**config.mk**
```make
export PLATFORM = sky130hd
export DESIGN_NAME = ir_carrier_gen
export DESIGN_NICKNAME = d
export VERILOG_FILES = /design/src/rtl/ir_carrier_pkg.sv /design/src/rtl/ir_carrier_cfg_shadow.sv /design/src/rtl/ir_carrier_gen.sv
export SDC_FILE = /design/constraint.sdc
export NUM_CORES = 1
export LEC_CHECK = 0
export CAP_MARGIN = 0
export CORE_MARGIN = 5
export CORE_UTILIZATION = 55
export CTS_BUF_LIST = sky130_fd_sc_hd__clkbuf_2 sky130_fd_sc_hd__clkbuf_4 sky130_fd_sc_hd__clkbuf_8
export CTS_CLUSTER_DIAMETER = 120
export DETAILED_ROUTE_END_ITERATION = 7
export PLACE_DENSITY_LB_ADDON = 0.08
export SLEW_MARGIN = 0
export SYNTH_ARGS = -nofsm -noshare
export SYNTH_HDL_FRONTEND = slang
export SYNTH_SLANG_ARGS = --single-unit
```
**constraint.sdc**
```tcl
create_clock -name CLK_50M -period 2.8 [get_ports CLK_50M]
set_input_delay 0.7 -clock CLK_50M [delete_from_list [all_inputs] [get_ports CLK_50M]]
set_output_delay 0.7 -clock CLK_50M [all_outputs]
set_load 0.02 [all_outputs]
```
**src/rtl/ir_carrier_pkg.sv**
```systemverilog
// Shared types and default-derivation helpers for the IR carrier generator.
package ir_carrier_pkg;

  // Carrier FSM: IDLE (output low) or RUN (periods being generated).
  typedef enum logic {
    IDLE = 1'b0,
    RUN  = 1'b1
  } state_e;

  // Period in clocks minus one for the requested carrier frequency.
  function automatic int unsigned def_period(input int unsigned clk_hz,
                                             input int unsigned carrier_hz);
    return (clk_hz / carrier_hz) - 1;
  endfunction

  // Nominal 50% duty high time for the requested carrier frequency.
  function automatic int unsigned def_high(input int unsigned clk_hz,
                                           input int unsigned carrier_hz);
    return (def_period(clk_hz, carrier_hz) + 1) / 2;
  endfunction

endpackage

```
**src/rtl/ir_carrier_cfg_shadow.sv**
```systemverilog
// Shadow/active configuration registers for the IR carrier generator.
// Incoming config is clamped on capture, held in a shadow until the FSM
// signals a period boundary, then copied into the active registers.
// Ports:
//   clk_i, rst_ni      clock, async active-low reset
//   cfg_period_i       requested period (clocks-1)
//   cfg_high_i         requested high time (clocks)
//   cfg_load_i         capture strobe
//   apply_i            boundary strobe from the FSM (applies only if pending)
//   period_act_o       active period
//   high_act_o         active high time
//   high_next_c        high time in effect for a period starting this edge
//   cfg_pending_o      shadow captured, not yet applied
module ir_carrier_cfg_shadow
  import ir_carrier_pkg::*;
#(
  parameter int unsigned CNT_W      = 11,
  parameter int unsigned DEF_PERIOD = 1314,
  parameter int unsigned DEF_HIGH   = 657
) (
  input  logic             clk_i,
  input  logic             rst_ni,
  input  logic [CNT_W-1:0] cfg_period_i,
  input  logic [CNT_W-1:0] cfg_high_i,
  input  logic             cfg_load_i,
  input  logic             apply_i,
  output logic [CNT_W-1:0] period_act_o,
  output logic [CNT_W-1:0] high_act_o,
  output logic [CNT_W-1:0] high_next_c,
  output logic             cfg_pending_o
);

  localparam int unsigned W1 = CNT_W + 1;

  logic [CNT_W-1:0] sh_period_q, sh_period_d;
  logic [CNT_W-1:0] sh_high_q, sh_high_d;
  logic [CNT_W-1:0] act_period_q, act_period_d;
  logic [CNT_W-1:0] act_high_q, act_high_d;
  logic             pending_q, pending_d;

  logic [CNT_W-1:0] per_clamp;
  logic [W1-1:0]    per_plus1;
  logic [CNT_W-1:0] high_clamp;
  logic             do_apply;

  // Clamp: period >= 1 (2-clock minimum), high <= period+1 (100% duty).
  // period+1 is formed one bit wider so a full-scale period cannot wrap.
  always_comb begin
    per_clamp  = (cfg_period_i == '0) ? CNT_W'(1) : cfg_period_i;
    per_plus1  = {1'b0, per_clamp} + W1'(1);
    high_clamp = cfg_high_i;
    if ({1'b0, cfg_high_i} > per_plus1) begin
      high_clamp = CNT_W'(per_plus1);
    end
  end

  assign do_apply    = apply_i & pending_q;
  assign high_next_c = do_apply ? sh_high_q : act_high_q;

  // Apply uses the old shadow; a simultaneous load becomes the new pending value.
  always_comb begin
    sh_period_d  = sh_period_q;
    sh_high_d    = sh_high_q;
    act_period_d = act_period_q;
    act_high_d   = act_high_q;
    pending_d    = pending_q;
    if (do_apply) begin
      act_period_d = sh_period_q;
      act_high_d   = sh_high_q;
      pending_d    = 1'b0;
    end
    if (cfg_load_i) begin
      sh_period_d = per_clamp;
      sh_high_d   = high_clamp;
      pending_d   = 1'b1;
    end
  end

  always_ff @(posedge clk_i or negedge rst_ni) begin
    if (!rst_ni) begin
      sh_period_q  <= CNT_W'(DEF_PERIOD);
      sh_high_q    <= CNT_W'(DEF_HIGH);
      act_period_q <= CNT_W'(DEF_PERIOD);
      act_high_q   <= CNT_W'(DEF_HIGH);
      pending_q    <= 1'b0;
    end else begin
      sh_period_q  <= sh_period_d;
      sh_high_q    <= sh_high_d;
      act_period_q <= act_period_d;
      act_high_q   <= act_high_d;
      pending_q    <= pending_d;
    end
  end

  assign period_act_o  = act_period_q;
  assign high_act_o    = act_high_q;
  assign cfg_pending_o = pending_q;

endmodule

```
**src/rtl/ir_carrier_gen.sv**
```systemverilog
// Programmable IR carrier generator with glitch-free start/stop and
// whole-period mark/space gating. Config changes take effect at period
// boundaries only.
// Ports:
//   CLK_50M, reset_n   clock, async active-low reset
//   cfg_period/high    requested period (clocks-1) / high time (clocks)
//   cfg_load           capture strobe for cfg_*
//   cfg_pending        captured config not yet applied
//   carrier_en         level request to run
//   mod_in             mark(1)/space(0) gate, sampled at period starts
//   carrier_out        registered carrier
//   period_tick        first clock of each running period
//   running            FSM in RUN
module ir_carrier_gen
  import ir_carrier_pkg::*;
#(
  parameter int unsigned CLK_HZ     = 50_000_000,
  parameter int unsigned CARRIER_HZ = 38_000,
  parameter int unsigned CNT_W      = 11,
  parameter int unsigned DEF_PERIOD = def_period(CLK_HZ, CARRIER_HZ),
  parameter int unsigned DEF_HIGH   = def_high(CLK_HZ, CARRIER_HZ)
) (
  input  logic             CLK_50M,
  input  logic             reset_n,
  input  logic [CNT_W-1:0] cfg_period,
  input  logic [CNT_W-1:0] cfg_high,
  input  logic             cfg_load,
  output logic             cfg_pending,
  input  logic             carrier_en,
  input  logic             mod_in,
  output logic             carrier_out,
  output logic             period_tick,
  output logic             running
);

  state_e           state_q, state_d;
  logic [CNT_W-1:0] cnt_q, cnt_d;
  logic             mark_q, mark_d;
  logic             car_q, car_d;
  logic             tick_q, tick_d;
  logic             run_q, run_d;
  logic             apply_c;

  logic [CNT_W-1:0] period_act;
  logic [CNT_W-1:0] high_act;
  logic [CNT_W-1:0] high_next_c;

  ir_carrier_cfg_shadow #(
    .CNT_W      (CNT_W),
    .DEF_PERIOD (DEF_PERIOD),
    .DEF_HIGH   (DEF_HIGH)
  ) u_cfg (
    .clk_i         (CLK_50M),
    .rst_ni        (reset_n),
    .cfg_period_i  (cfg_period),
    .cfg_high_i    (cfg_high),
    .cfg_load_i    (cfg_load),
    .apply_i       (apply_c),
    .period_act_o  (period_act),
    .high_act_o    (high_act),
    .high_next_c   (high_next_c),
    .cfg_pending_o (cfg_pending)
  );

  // Next-state / output logic. Outputs are computed for the counter value
  // that will be held after this edge, so carrier_out lines up with cnt_q.
  always_comb begin
    state_d = state_q;
    cnt_d   = cnt_q;
    mark_d  = mark_q;
    car_d   = 1'b0;
    apply_c = 1'b0;
    case (state_q)
      IDLE: begin
        if (carrier_en) begin
          state_d = RUN;
          cnt_d   = '0;
          mark_d  = mod_in;
          apply_c = 1'b1;
          car_d   = (high_next_c != '0) & mod_in;
        end
      end
      RUN: begin
        if (cnt_q == period_act) begin
          // Boundary: resample gate, apply pending config, maybe stop.
          cnt_d   = '0;
          mark_d  = mod_in;
          apply_c = 1'b1;
          if (!carrier_en) begin
            state_d = IDLE;
          end else begin
            car_d = (high_next_c != '0) & mod_in;
          end
        end else begin
          cnt_d = cnt_q + CNT_W'(1);
          car_d = (cnt_d < high_act) & mark_q;
        end
      end
      default: state_d = IDLE;
    endcase
    run_d  = (state_d == RUN);
    tick_d = (state_d == RUN) && (cnt_d == '0);
  end

  always_ff @(posedge CLK_50M or negedge reset_n) begin
    if (!reset_n) begin
      state_q <= IDLE;
      cnt_q   <= '0;
      mark_q  <= 1'b0;
      car_q   <= 1'b0;
      tick_q  <= 1'b0;
      run_q   <= 1'b0;
    end else begin
      state_q <= state_d;
      cnt_q   <= cnt_d;
      mark_q  <= mark_d;
      car_q   <= car_d;
      tick_q  <= tick_d;
      run_q   <= run_d;
    end
  end

  assign carrier_out = car_q;
  assign period_tick = tick_q;
  assign running     = run_q;

endmodule
```
==> flow_summary.ini <==
[clock_network]
tritoncts.num_buffers = 9
clk_pin_slew_worst_paths_ns = 0.08
clock_path_buffers = 2
clock_sink_count = 60
cts_tree = built
clk_latency_ns = 0.34
htreeDepth = 3
clockRootBuffer = sky130_fd_sc_hd__clkbuf_8

[global_routing]
maximum_number_of_pins_on_one_net_before_global_route_repair = 29
grt_overflow = 0
grt_util_all_layers_pct = 23.3
first_pass_grt_wire_length_um = 15400
grtUsageMet1_pct = 30.0
grt.busiest_layer = met2
grt_antenna_before_repair = 0
globalRouteMet3Util_pct = 5.45
use_met2_pct = 38.2
vias_in_the_first_global_route = 3069

[place]
dpl-instance-area_sq_um = 4340
routabilityCongestion = 0.955
detailedPlacementHpwl_um = 6500
port_buffers = 30
post_place_worst_slack_ns = -0.902

[power]
ir_worst_vdd_uv = 370
power_density_nw_per_um2 = 468
total_power_w = 0.00228
cellLeakagePower_nw = 2.18

[cells_and_area]
postLayoutCellArea_sq_um = 4870
num-fill-cells = 425
total_area_of_multi_input_combinational_cells_sq_um = 2160
area_growth_syn_to_layout_pct = 34.9
insertedDiodeCount = 0
post-route-util_pct = 76.3
layout.nets = 478
register_area_sq_um = 1520
share_of_post_route_cells_with_drive_strength_above_1_pct = 40.3

[critical_path]
criticalPathCategory = primary input to register
timing.critical_path.from_type = primary input
setup_slack_reg_to_reg_ns = 0.46
worst_endpoint_required_time_ns = 3.03
crit_path_end_kind = register
critical_path_arrival_ns = 3.16
worst-path-max-fanout = 5
slowest_delay_ns = 0.39
worst-r2r-cell-count = 7
crit_path_top_delay_cell = sky130_fd_sc_hd__a2111oi_2
worstPathCellList = dlygate4sd2_1 > nand4_1 > buf_4 > nor2_4 > buf_4 > xnor2_1 > ha_1 > buf_4 > a2111oi_2 > a211o_4 > clkinv_4 > a221oi_2
setup.worst_path.start = cfg_period[1]
rr_endpoint = period_tick
library_cell_appearing_most_often_on_the_critical_path = sky130_fd_sc_hd__buf_4
crit_reg_reg_startpoint = cnt_q[1]

[flow_run]
max_cap_violations = 0

[routing]
drt_iter0_drc = 119
drc_errors = 0
routed_wl_um = 9490
first_pass_iters = 4
route.vias.total = 2990
routedWlPerCell_um = 18.6
drt-vias-per-instance = 5.85
postRouteAntennaNets = 0

[timing]
setup_viol = 11
post-route-period-util_pct = 105
fmax_mhz = 341
holdWs_ns = 0.274
timing_hold_violations_final = 0
max_slew_margin_pct = 69.1
worst_clock_skew_ns = 0.0108
worst_slew_pin_slew_ns = 0.462
finalCriticalPeriod_ns = 2.93
slew_viol_final = 0
final.setup.worst_slack_ns = -0.129
rsz_0062_raised_after_global_routing = true

[run_status]
status = complete, but fails checks
failing_checks = negative setup slack

[worst_hold_path]
worst_hold_path_class = primary input to async pin

[yosys]
synthCells = 342
yosys.cell_types.count = 50
syn-mean-instance-area_sq_um = 10.6
synth-async-reset-ratio_pct = 100
synth.net_count = 391
yosys_warnings = 0
yosysSeqAreaShare_pct = 42.1
flop_and_latch_count_out_of_synthesis = 60
synth_flop_cell = sky130_fd_sc_hd__dfrtp_1
post_synth_edffs = 0
netlist_area_sq_um = 3610

[floorplan]
dieHeight_um = 91.0
design.portCount = 31
overall_die_area_sq_um = 8290
die_w_um = 91.0
area_of_the_core_sq_um = 6390
row_count = 29
initial_utilization_pct = 56.6
[logic make-up (layout without fill, tap and decap cells)]
group / after synthesis / count (layout) / share of synthesized area, %
simple gates: 94 / 94 / 13.0
flops: 60 / 60 / 42.1
compound gates: 54 / 54 / 11.3
buf+inv: 46 / 138 / 5.78
xor+xnor: 33 / 33 / 8.00
mux: 33 / 33 / 12.2
fa+ha+maj: 22 / 22 / 7.62
[how the worst max path moves through the flow]
stage                    endpoint  slack (ns)  cells after the start
2_1_floorplan  u_cfg.sh_high_q[4]       -0.11                     12
3_3_place_gp   u_cfg.sh_high_q[1]       -0.72                     13
3_5_place_dp   u_cfg.sh_high_q[3]       -0.90                     13
4_1_cts        u_cfg.sh_high_q[8]       -0.09                     14
5_1_grt        u_cfg.sh_high_q[2]       -0.20                     14
6_report       u_cfg.sh_high_q[2]       -0.13                     12
[cell usage in the layout (no fill, tap or decap), types with 3 or more instances in the layout]
| master | n |
|---|---|
| sky130_fd_sc_hd__xor2_1 | 10 |
| sky130_fd_sc_hd__nand2_1 | 18 |
| sky130_fd_sc_hd__nand2b_1 | 3 |
| sky130_fd_sc_hd__inv_1 | 31 |
| sky130_fd_sc_hd__nand4_1 | 10 |
| sky130_fd_sc_hd__buf_6 | 4 |
| sky130_fd_sc_hd__nor4_1 | 5 |
| sky130_fd_sc_hd__nor2_1 | 22 |
| sky130_fd_sc_hd__clkinv_4 | 3 |
| sky130_fd_sc_hd__xnor2_1 | 18 |
| sky130_fd_sc_hd__buf_2 | 6 |
| sky130_fd_sc_hd__a221oi_2 | 9 |
| sky130_fd_sc_hd__dfstp_2 | 16 |
| sky130_fd_sc_hd__mux2_4 | 19 |
| sky130_fd_sc_hd__a21oi_2 | 3 |
| sky130_fd_sc_hd__clkbuf_8 | 9 |
| sky130_fd_sc_hd__xor2_2 | 3 |
| sky130_fd_sc_hd__mux2_2 | 13 |
| sky130_fd_sc_hd__nor3_1 | 3 |
| sky130_fd_sc_hd__nand3_1 | 13 |
| sky130_fd_sc_hd__ha_1 | 18 |
| sky130_fd_sc_hd__dfrtp_1 | 44 |
| sky130_fd_sc_hd__o21ai_0 | 11 |
| sky130_fd_sc_hd__buf_4 | 56 |
| sky130_fd_sc_hd__clkdlybuf4s50_1 | 18 |
| sky130_fd_sc_hd__bufinv_16 | 3 |
| sky130_fd_sc_hd__a21oi_1 | 5 |
[cell usage after synthesis, types with 3 or more instances]
cell type | n | area share (%)
sky130_fd_sc_hd__a211o_1 | 3 | 0.73
sky130_fd_sc_hd__a21oi_1 | 8 | 1.1
sky130_fd_sc_hd__a221oi_1 | 9 | 2.2
sky130_fd_sc_hd__buf_6 | 4 | 1.2
sky130_fd_sc_hd__clkbuf_1 | 7 | 0.73
sky130_fd_sc_hd__dfrtp_1 | 44 | 30
sky130_fd_sc_hd__dfstp_2 | 16 | 12
sky130_fd_sc_hd__ha_1 | 22 | 7.6
sky130_fd_sc_hd__inv_1 | 31 | 3.2
sky130_fd_sc_hd__mux2_2 | 13 | 4.1
sky130_fd_sc_hd__mux2_4 | 19 | 7.9
sky130_fd_sc_hd__nand2_1 | 20 | 2.1
sky130_fd_sc_hd__nand2b_1 | 3 | 0.52
sky130_fd_sc_hd__nand3_1 | 13 | 1.8
sky130_fd_sc_hd__nand4_1 | 10 | 1.7
sky130_fd_sc_hd__nor2_1 | 24 | 2.5
sky130_fd_sc_hd__nor3_1 | 4 | 0.55
sky130_fd_sc_hd__nor4_1 | 9 | 1.6
sky130_fd_sc_hd__o21ai_0 | 12 | 1.7
sky130_fd_sc_hd__xnor2_1 | 19 | 4.6
sky130_fd_sc_hd__xor2_1 | 14 | 3.4
[flip-flops by register name, indices dropped and copies added (netlist names)]
signal               cells
running                  1
period_tick              1
u_cfg.sh_period_q       11
cnt_q                   11
u_cfg.period_act_o      11
u_cfg.cfg_pending_o      1
u_cfg.high_act_o        11
u_cfg.sh_high_q         11
carrier_out              1
mark_q                   1
[worst max-delay path: cells and delay by family]
family	cells	cell delay (ns)
AOI/OAI and AO/OA	3	0.96
buffers and inverters	5	0.76
adders and majority gates	1	0.32
xor gates and xnor gates	1	0.26
and+or+nand+nor	2	0.14
[routing by layer]
metal | vias up | part of all wire [%]
li1 | 1396 | -
met1 | 1463 | 43
met2 | 105 | 50
met3 | 26 | 4.5
met4 | 0 | 3.1
met5 | - | 0
[report_power, final]
group          switching (W)  internal, W  leakage [nW]  total (W)
clock network       0.000377     0.000597         0.120   0.000974
logic               0.000170     0.000174          1.35   0.000344
registers          0.0000375     0.000923         0.708   0.000961
[final cells by class]
| type | count | share of cell area (%) |
|---|---|---|
| well taps | 77 | 1.98 |
| flip-flops and latches | 60 | 31.2 |
| multi-input cells | 236 | 44.4 |
| clock buffers | 9 | 2.54 |
| repair buffers | 89 | 14.7 |
| inverters | 32 | 2.57 |
| repair inverters | 1 | 0.103 |
| clock inverters | 7 | 2.54 |
[stage by stage]
stage	TNS [ns]	instances
6_report	-0.776	511
5_1_grt	-1.70	511
4_1_cts	-0.672	509
3_5_place_dp	-9.56	479
3_3_place_gp	-7.75	479
2_1_floorplan	-1.21	342
[timing repair]
| item | in CTS | in global routing |
|---|---|---|
| gates cloned | 1 | 0 |
| gates resized for setup | 54 | 18 |
| pin swaps | 23 | 15 |
| hold buffers | 0 | 0 |
| setup buffers | 16 | 2 |
| endpoints found under the setup margin | 11 | 11 |
Note: power is estimated with default switching activity, not from simulation.
==> edit (config.mk and constraints unchanged) <==
`CNT_W` is set to 11 in 2 places; all go to 22.
--- a/src/rtl/ir_carrier_cfg_shadow.sv
+++ b/src/rtl/ir_carrier_cfg_shadow.sv
@@ -14,7 +14,7 @@
 module ir_carrier_cfg_shadow
   import ir_carrier_pkg::*;
 #(
-  parameter int unsigned CNT_W      = 11,
+  parameter int unsigned CNT_W      = 22,
   parameter int unsigned DEF_PERIOD = 1314,
   parameter int unsigned DEF_HIGH   = 657
 ) (
--- a/src/rtl/ir_carrier_gen.sv
+++ b/src/rtl/ir_carrier_gen.sv
@@ -16,7 +16,7 @@
 #(
   parameter int unsigned CLK_HZ     = 50_000_000,
   parameter int unsigned CARRIER_HZ = 38_000,
-  parameter int unsigned CNT_W      = 11,
+  parameter int unsigned CNT_W      = 22,
   parameter int unsigned DEF_PERIOD = def_period(CLK_HZ, CARRIER_HZ),
   parameter int unsigned DEF_HIGH   = def_high(CLK_HZ, CARRIER_HZ)
 ) (
Interface: changed (resized cfg_high and cfg_period); port bits go from 31 to 53. No check against the original RTL was run, so the function may have changed too.
==> edit against the original RTL <==
- the flow still finishes with violations (negative setup slack)
- area after synthesis up 110%
- global-route usage up 7.0 points
- setup slack lost 1.3 ns
- critical path depth is 9 higher
- worst hold slack lost 0.065 ns
- power rose by 91%
- count of clock-buffer cells in the layout up 8
- routed wire length grew to 2.7 times the old value
- sequential cell count increased by 55
- fmax shrank 32%
- design area is 120% higher
- critical path type unchanged
- highest routed layer unchanged
==> edit: results (changes against the original RTL) <==
Place
  – GPL Wtd Cong: 0.977 (+2.4%)
  – HPWL Detailed: 18200 um (+180%)
  – Port-buffer cells: 52 (+73%)
  – DP Area: 9430 sq um (+120%)
  – Worst slack, placed: -2.21 ns (-1.30 ns)

Worst setup path
  – Worst r2r path cells: 9 (+2)
  – Critical Path Start: cfg_period[12]
  – Worst-path maximum fanout: 10 (+5)
  – R2R Setup Slk: 0.02 ns (-0.44 ns)
  – Worst r2r src: cnt_q[7]$_DFF_PN0_
  – CP arrival: 4.64 ns (+1.48 ns)
  – Setup crit end: u_cfg.sh_high_q[1]$_DFFE_PN0P_
  – Worst r2r dst: carrier_out$_DFF_PN0_

Timing
  – PnR worst setup slack: -1.48 ns (-1.35 ns)
  – Worst rel slew slack: 62.0% (-7.1 points)
  – Clock Skew: 0.0117 ns (+0.000875 ns)
  – # setup viols final: 22 (+11)
  – Setup TNS: -30.85 ns (-30.08 ns)

Global routing
  – Total track usage: 30.3% (+7.0 points)
  – First-pass GRT wire length: 38000 um (+150%)
  – Largest net degree at the start of global routing: 53 (+83%)
  – Initial antenna violation count: 0 (unchanged)
  – Vias in the first global route: 7124 (+130%)

Status
  – Outcome: finished with violations
  – Violated checks: negative setup slack

Synthesis
  – Top post-synthesis cells by count: dfrtp_1, mux2_2, nand2_1
  – Ys async rst share: 100% (unchanged)
  – Post-synth top flop: dfrtp_1
  – Sequential element share of the synthesized area: 38.4% (-3.7 points)
  – Netlist cell types: 66 (+32%)
  – Ys Warns: 0 (unchanged)
  – Syn Nets: 831 (+110%)
  – Synth area leaders: dfrtp_1, mux2_2, ha_1

Route
  – First-pass iteration count of the detailed router: 7 (+3)
  – DR iter-0 viols: 628 (+430%)
  – WL per Instance: 22.5 um (+21%)
  – Via/cell ratio: 6.26 (+7.0%)

Hold path
  – Hold Path Class: in -> async

Cells and area
  – Layout fillers: 833 (+96%)
  – # nets final: 1033 (+120%)
  – Ant diodes: 0 (unchanged)
  – Proportion of layout cells with a drive suffix above 1: 44.9% (+4.5 points)

Power and ir drop
  – Psw: 0.00129 W (+120%)
  – Worst vdd ir: 0.330 mV (-11%)
  – Leak: 4.60 nW (+110%)

Clocking
  – Post-cts hold buffer count: 0 (unchanged)
  – H-tree depth: 4 (+1)
  – CTS buffer count: 17 (+8)
  – Max Root-Sink Buffers: 2 (unchanged)
  – CTS root buf: clkbuf_8
  – Clock latency on the worst-skew pair: 0.45 ns (+0.11 ns)
  – Clock slew at reported path FFs: 0.08 ns (about the same)
## edit: cell count changes in the layout (fill, tap and decap cells not counted), moves of 10 or more
| cell | before | now |
|---|---|---|
| nand2_1 | 18 | 62 |
| buf_4 | 56 | 173 |
| nor4_1 | 5 | 15 |
| clkdlybuf4s50_1 | 18 | 30 |
| a21o_1 | 2 | 15 |
| ha_1 | 18 | 39 |
| o311ai_2 | 0 | 13 |
| xor2_1 | 10 | 23 |
| mux2_4 | 19 | 0 |
| xnor2_1 | 18 | 29 |
| mux2_2 | 13 | 65 |
| nand4_1 | 10 | 24 |
| dfrtp_1 | 44 | 97 |
## edit: what timing repair did
action / in CTS / in global routing
buffers inserted: 14 / 9
pin swaps: 16 / 49
resized for setup: 106 / 65
setup endpoints to repair: 23 / 55
gates cloned: 2 / 1
## edit: cell type report
cell class | instances | area, sq um | share of cell area, %
multi-input cells | 531 | 4890 | 46.2
flip-flops and latches | 115 | 2900 | 27.4
repair buffers | 237 | 1990 | 18.8
clock buffers | 17 | 234 | 2.21
well taps | 176 | 220 | 2.08
clock inverters | 15 | 193 | 1.82
inverters | 39 | 146 | 1.38
## edit: worst max-delay path, stage by stage
cell and delay, ns:
buf_6 0.09, or4_4 0.53, nor4_4 0.30, nor2_2 0.07, inv_2 0.07, ha_4 0.13, and2_4 0.17, nand3_4 0.09
nor2_4 0.09, and3_4 0.19, xnor2_2 0.07, ha_1 0.30, nand3_2 0.08, nor4_2 0.29, or4b_4 0.50, a22oi_2 0.17
a211o_2 0.18, buf_4 0.14, buf_16 0.13, o2111ai_1 0.20, o221ai_4 0.12
## edit: cell families (layout without fill, tap and decap cells)
family,Yosys count,after routing,synth area share (%)
buf+inv,93,308,5.27
compound gates,145,145,16.9
flops,115,115,38.4
xor+xnor,63,63,7.31
fa+ha+maj,43,43,7.13
simple gates,213,213,15.0
mux,67,67,9.96
## edit: routing by layer
metal / wire [um] / global-route usage, %
met1: 10400 / 39.1
met2: 12300 / 49.3
met3: 1640 / 6.89
met4: 1060 / 12.4
met5: 0 / 0
## edit: through the flow
step | power [W] | hold WS (ns) | std cells | utilization [%]
2_1_floorplan | 0.00217 | 0.404 | 739 | -
3_3_place_gp | 0.00250 | 0.460 | 1074 | 70.6
3_5_place_dp | 0.00253 | 0.473 | 1074 | 70.6
4_1_cts | 0.00427 | 0.213 | 1122 | 76.1
5_1_grt | 0.00451 | 0.219 | 1130 | 79.2
6_report | 0.00435 | 0.209 | 1130 | 79.2
## edit: power groups by stage
stage | registers, W | clock network [W] | logic [W]
after floorplan | 0.00183 | 0 | 0.000347
after global placement | 0.00186 | 0 | 0.000645
after detailed placement | 0.00186 | 0 | 0.000664
after CTS | 0.00183 | 0.00170 | 0.000740
after global routing | 0.00185 | 0.00179 | 0.000869
final | 0.00184 | 0.00170 | 0.000816
